File: src/rtl/hazard_stall_unit.sv
`default_nettype none
// ============================================================================
// Module   : hazard_stall_unit
// Brief    : Load-use / branch-operand RAW hazard detector with a stall FSM.
//            HAZARD_PERF_CNT_EN enables saturating stall/flush counters.
// Revision : 1.0 - initial release
// ============================================================================
module hazard_stall_unit #(
    parameter int CNT_W = 32
) (
    input  logic             clk,
    input  logic             reset,
    input  logic [4:0]       ID_Rs,
    input  logic [4:0]       ID_Rt,
    input  logic             ID_usesRs,
    input  logic             ID_usesRt,
    input  logic             ID_isBranch,
    input  logic             ID_branchTaken,
    input  logic             ID_Ex_MemRead,
    input  logic             ID_Ex_Regwrite,
    input  logic [4:0]       ID_Ex_WriteReg,
    input  logic             EX_MemMemRead,
    input  logic [4:0]       EX_MemWriteReg,
    input  logic             mem_stall,
    output logic             pc_write,
    output logic             IF_ID_write,
    output logic             ID_Ex_bubble,
    output logic             IF_ID_flush,
    output logic             stall_active,
    output logic [CNT_W-1:0] stall_cycles,
    output logic [CNT_W-1:0] flush_count
);

    typedef enum logic [0:0] {
        IDLE       = 1'b0,
        STALL_LAST = 1'b1
    } state_t;

    state_t     r_state;
    logic       w_ex_match;
    logic       w_mem_match;
    logic [1:0] w_need;
    logic       w_hazard_stall;
    logic       w_flush;

    // x0 is hardwired zero, so it can never carry a dependency.
    function automatic logic src_match(input logic uses, input logic [4:0] src,
                                       input logic [4:0] dst);
        return uses && (dst != 5'd0) && (src == dst);
    endfunction

    assign w_ex_match  = src_match(ID_usesRs, ID_Rs, ID_Ex_WriteReg) ||
                         src_match(ID_usesRt, ID_Rt, ID_Ex_WriteReg);
    assign w_mem_match = src_match(ID_usesRs, ID_Rs, EX_MemWriteReg) ||
                         src_match(ID_usesRt, ID_Rt, EX_MemWriteReg);

    always_comb begin
        w_need = 2'd0;
        if (r_state == IDLE) begin
            if (ID_isBranch && ID_Ex_MemRead && w_ex_match)
                w_need = 2'd2;
            else if ((!ID_isBranch && ID_Ex_MemRead && w_ex_match) ||
                     (ID_isBranch && ID_Ex_Regwrite && !ID_Ex_MemRead && w_ex_match) ||
                     (ID_isBranch && EX_MemMemRead && w_mem_match))
                w_need = 2'd1;
        end
    end

    assign w_hazard_stall = (r_state == STALL_LAST) || (w_need != 2'd0);
    // A taken resolution while stalled used stale operands; it re-resolves later.
    assign w_flush        = ID_branchTaken && !w_hazard_stall && !mem_stall;

    assign pc_write     = !mem_stall && !w_hazard_stall;
    assign IF_ID_write  = !mem_stall && !w_hazard_stall;
    assign ID_Ex_bubble = !mem_stall && w_hazard_stall;
    assign IF_ID_flush  = w_flush;
    assign stall_active = w_hazard_stall;

    always_ff @(posedge clk) begin
        if (reset) begin
            r_state <= IDLE;
        end else if (!mem_stall) begin
            case (r_state)
                IDLE:       r_state <= (w_need == 2'd2) ? STALL_LAST : IDLE;
                STALL_LAST: r_state <= IDLE;
                default:    r_state <= IDLE;
            endcase
        end
    end

`ifdef HAZARD_PERF_CNT_EN
    logic [CNT_W-1:0] r_stall_cycles;
    logic [CNT_W-1:0] r_flush_count;

    always_ff @(posedge clk) begin
        if (reset) begin
            r_stall_cycles <= '0;
            r_flush_count  <= '0;
        end else begin
            if (w_hazard_stall && !mem_stall && (r_stall_cycles != '1))
                r_stall_cycles <= r_stall_cycles + CNT_W'(1);
            if (w_flush && (r_flush_count != '1))
                r_flush_count <= r_flush_count + CNT_W'(1);
        end
    end

    assign stall_cycles = r_stall_cycles;
    assign flush_count  = r_flush_count;
`else
    assign stall_cycles = '0;
    assign flush_count  = '0;
`endif

endmodule
`default_nettype wire

File: config.mk
export PLATFORM = sky130hd
export DESIGN_NAME = hazard_stall_unit
export DESIGN_NICKNAME = d
export VERILOG_FILES = /design/src/rtl/hazard_stall_unit.sv
export SDC_FILE = /design/constraint.sdc
export NUM_CORES = 1
export LEC_CHECK = 0
export ABC_AREA = 1
export BUFFER_PORTS_ARGS = -buffer_cell sky130_fd_sc_hd__buf_2
export CORE_MARGIN = 1
export CORE_UTILIZATION = 27
export DETAILED_ROUTE_END_ITERATION = 10
export HOLD_SLACK_MARGIN = 0.05
export PLACE_DENSITY_LB_ADDON = 0.15
export SLEW_MARGIN = 10
export SYNTH_ARGS = -nofsm -noshare
export SYNTH_HDL_FRONTEND = slang
export SYNTH_SLANG_ARGS = --single-unit
File: constraint.sdc
create_clock -name clk -period 1.2 [get_ports clk]
set_input_delay 0.18 -clock clk [delete_from_list [all_inputs] [get_ports clk]]
set_output_delay 0.18 -clock clk [all_outputs]
set_load 0.005 [all_outputs]
Word level (Yosys, flattened, before mapping)
Cells that the tools add are included.

Bits in registers: 1. Logic and storage cells: 45.

Equality and inequality tests: 5. Muxes and demuxes: 5. Bitwise operators: 1. Reduce and logical (&&, ||, !) cells: 33.

Operator list (count): $logic_and 1x1->1 (21); $eq 5x5->1 (4); $reduce_bool 5->1 (2); $logic_or 1x1->1 (5); $logic_not 1->1 (4); $mux 2 (2); $eq 2x2->1 const B (1); $mux 1 (2); $pmux 1 s2 (1); $reduce_bool 2->1 (1); $not 1->1 (1).

Longest topological paths before layout
Depth in word-level cells: 15. Mapped depth: 10.

Worst setup path after synthesis
OpenSTA, ideal clock, no wires.

Path type: input to output. Start point: input ID_Ex_WriteReg[0]. End point: output pc_write. Data arrival time: 957 ps. Slack: 63 ps. Stages: 8. Buffers on the path: 1. Path through: nor3_1 > nand3_1 > o21ai_2 > inv_2 > nand2_2 > nand3_4 > nor2_2 > buf_4.

Longest elaborated chain between the ends: 14. Elaborated cells between the ends (all ways): 20. Those cells by class: 2 x eq/ne; 3 x mux; 15 x reduce/logical.

Ends and longest elaborated chain: start: declaration (RTL line 21) `input logic [4:0] ID_Ex_WriteReg,`; $reduce_bool 5->1 (RTL line 49) `return uses && (dst != 5'd0) && (src == dst);`; $logic_and 1x1->1 (2 in series) (RTL line 49); $logic_or 1x1->1 * (RTL line 52) `assign w_ex_match = src_match(ID_usesRs, ID_Rs, ID_Ex_WriteReg) ||`; $logic_and 1x1->1 (on tied branches) (RTL line 62, 63); $logic_or 1x1->1 (RTL line 62) `else if ((!ID_isBranch && ID_Ex_MemRead && w_ex_match) ||`; $logic_or 1x1->1 (RTL line 63) `(ID_isBranch && ID_Ex_Regwrite && !ID_Ex_MemRead && w_ex_match) ||`; $mux 1 (RTL line 62); $mux 2 * (RTL line 60) `if (ID_isBranch && ID_Ex_MemRead && w_ex_match)`; $mux 2 * (RTL line 59) `if (r_state == IDLE) begin`; $reduce_bool 2->1 * (RTL line 69) `assign w_hazard_stall = (r_state == STALL_LAST) || (w_need != 2'd0);`; $logic_or 1x1->1 * (RTL line 69); net stall_active (RTL line 29) `output logic stall_active,`; $logic_not 1->1 *; $logic_and 1x1->1 *; end: declaration (RTL line 25) `output logic pc_write,`.

Mark *: on every way through the listed nets, which the timed path passes. The rest lies on a longest branch.

Worst setup path in the final report
Start point: input ID_Rs[1]. End point: output ID_Ex_bubble.

Longest elaborated chain between the ends: 12. Elaborated cells between the ends (all ways): 18. Those cells by class: 2 x eq/ne; 3 x mux; 13 x reduce/logical.

Ends and longest elaborated chain: start: declaration (RTL line 13) `input logic [4:0] ID_Rs,`; $eq 5x5->1 (RTL line 49); $logic_and 1x1->1 (RTL line 49); $logic_or 1x1->1 (RTL line 52); $logic_and 1x1->1 (on tied branches) (RTL line 62, 63); $logic_or 1x1->1 (RTL line 62); $logic_or 1x1->1 (RTL line 63); $mux 1 (RTL line 62); $mux 2 * (RTL line 60); $mux 2 * (RTL line 59); $reduce_bool 2->1 * (RTL line 69); $logic_or 1x1->1 * (RTL line 69); $logic_and 1x1->1 * (RTL line 75) `assign ID_Ex_bubble = !mem_stall && w_hazard_stall;`; end: declaration (RTL line 27) `output logic ID_Ex_bubble,`.

Mark *: on every way between the ends. The rest lies on a longest branch, timed or not.

==> reports/results.ini <==
[outcome]
status=complete, but fails checks
violations=negative setup slack

[global_routing]
grt_max_degree=6
use_met3=0.007299
grt_pass1_wl_um=3036
globalRouteMet1Util=0.1338
grt_usage=0.09278
antenna_found_initial=0
grt_pass1_vias=667
grt-ovfl-total=0
use_met2=0.1576
grt.busiest_layer=met2

[layout]
largest_reg_flops=1
final_cell_mix=conb_1 (64), nand2_1 (35), buf_2 (19), nor2_1 (16), inv_2 (12)
final_layout_size_suffix_gt1_frac=0.3110
regMostFlops=r_state
area_growth_pct=11.97
fillers=425
reg.largest.list=r_state (1)
utilization=0.3232
diodes=0
fin_area_sq_um=1112
layout.nets=241
final_common_cell=conb_1

[placed_design]
port_buffers=34
gp_congestion=0.8103
placed_cell_area_sq_um=984.7
hpwl_um=1732

[route]
vias=881
postRouteAntennaNets=0
wl_per_cell_um=7.431
drc=0
route.final.wire_length_um=1895
dr.pass1.iters=4
vias_per_cell=3.455
drt_iter0_drc=28

[synthesis]
post_synth_num_cell_types=19
syn_inst=175
syn_area_per_cell_sq_um=5.677
ys_seq_area_frac=0.02015
yosysTopAreaCellShare=0.4912
yosys-top-cells-area=buf_4 (49%), nand2_1 (15%), nor2_1 (6.8%)
synth.largest_area_cell=buf_4
yosys_warnings=0
ys_ff_latch=1
synth_area_sq_um=993.5

[worst_hold_path]
min_delay_worst_endpoint=r_state$_SDFFE_PP0N_
min-delay-start=reset
min_path_cells=3
hp-class=input port to register

[die]
die-area_sq_um=3926
start_util=0.2886
ios=99
fp.dieW_um=62.66
coreArea_sq_um=3442
rows=21
die_h_um=62.66

[sta]
finalWorstSetupSlack_ns=-0.09252
finalHoldViolations=0
setup_tns_ns=-0.2932
setup_viol=5
max_freq_mhz=773.7
slew_viol_final=0
fin_crit_sh=1.077
holdWs_ns=0.4365
fin_skew_ns=0
fin_crit_ns=1.293
rsz0062_at_grt=true

[power]
total_power_uw=346.9
ir_worst_vdd_mv=0.09811
p_leak_uw=0.0007196
power_density_nw_per_um2=311.9

[critical_path]
r2r-start=r_state$_SDFFE_PP0N_
reg2reg_depth=4
cp.arrival_ns=1.11
end_kind=output port
crit_required_ns=1.02
worstReg2RegEnd=r_state$_SDFFE_PP0N_
crit_type=input port to output port
r2r_slack_ns=0.37
cp-start-kind=input port
crit_path_max_fanout=3

[job]
drv_cap=0

[clock_network]
clkTransAtPathRegs_ns=0
hold_buffers=0
clkLatencyLatePin_ns=0
cts_setup_buffers=0

==> worst max path at each step <==
stage | start | endpoint | slack, ns | depth (start not counted)
floorplan | ID_Ex_WriteReg[0] | pc_write | 0.06 | 8
global placement | ID_Ex_WriteReg[0] | IF_ID_write | -0.12 | 9
detailed placement | ID_Ex_WriteReg[0] | pc_write | -0.11 | 9
CTS | ID_Rs[1] | ID_Ex_bubble | -0.08 | 10
global route | ID_Rs[1] | ID_Ex_bubble | -0.15 | 10
finish | ID_Rs[1] | ID_Ex_bubble | -0.09 | 10
==> power by group <==
part	internal (uW)	leakage, uW	switching (uW)	total (uW)
combinational	130	0.000711	181	311
sequential	35.6	0.00000824	0.331	36.0
clock	0	0	0	0
==> kinds of logic after synthesis <==
family / synth area share
other: 0.003775
flip-flops: 0.02015
AND/OR/NAND/NOR: 0.3111
buffers and inverters: 0.5819
AO/OA/AOI/OAI: 0.05668
XOR/XNOR: 0.02645
==> final cells by class <==
class                      instances  area [sq um]  share of cell area
multi-input combinational        148         668.1              0.6007
timing repair buffer              36         271.5              0.2441
inverter                          24         95.09             0.08549
tap                               46         57.56             0.05174
sequential                         1         20.02             0.01800
==> cells in the mapped netlist <==
library cell,n
nor2_2,1
nand3_4,1
conb_1,1
buf_4,65
o21ai_2,1
nand3_2,1
nand2_1,39
o21ai_0,6
o21a_1,1
xor2_1,3
a21oi_1,2
nor3_1,1
nand2_2,2
inv_2,7
inv_1,17
dfxtp_1,1
nand3_1,5
nand4_1,3
nor2_1,18
==> what timing repair did <==
action	in CTS	in global routing
resized for setup	28	19
pin swaps	19	17
endpoints found under the setup margin	5	6
==> critical path, stage by stage <==
cell and delay, ns:
buf_8 0.10, xor2_1 0.15, nor2_1 0.16, nand3_2 0.11, nand2_2 0.07, nand2_2 0.06
nand3_4 0.10, nand2_2 0.05, inv_2 0.05, buf_6 0.08
==> through the flow <==
stage,std cells,setup WS (ns)
global route,255,-0.1502
floorplan,238,0.06282
finish,255,-0.09252
global placement,255,-0.1181
detailed placement,255,-0.1108
CTS,255,-0.08444
==> layer usage <==
layer,part of all wire,vias to the layer above
met1,0.46,354
met2,0.45,62
met4,0,0
li1,-,465
met3,0.086,0
met5,0,-
Note: power is estimated with default switching activity, not from simulation.
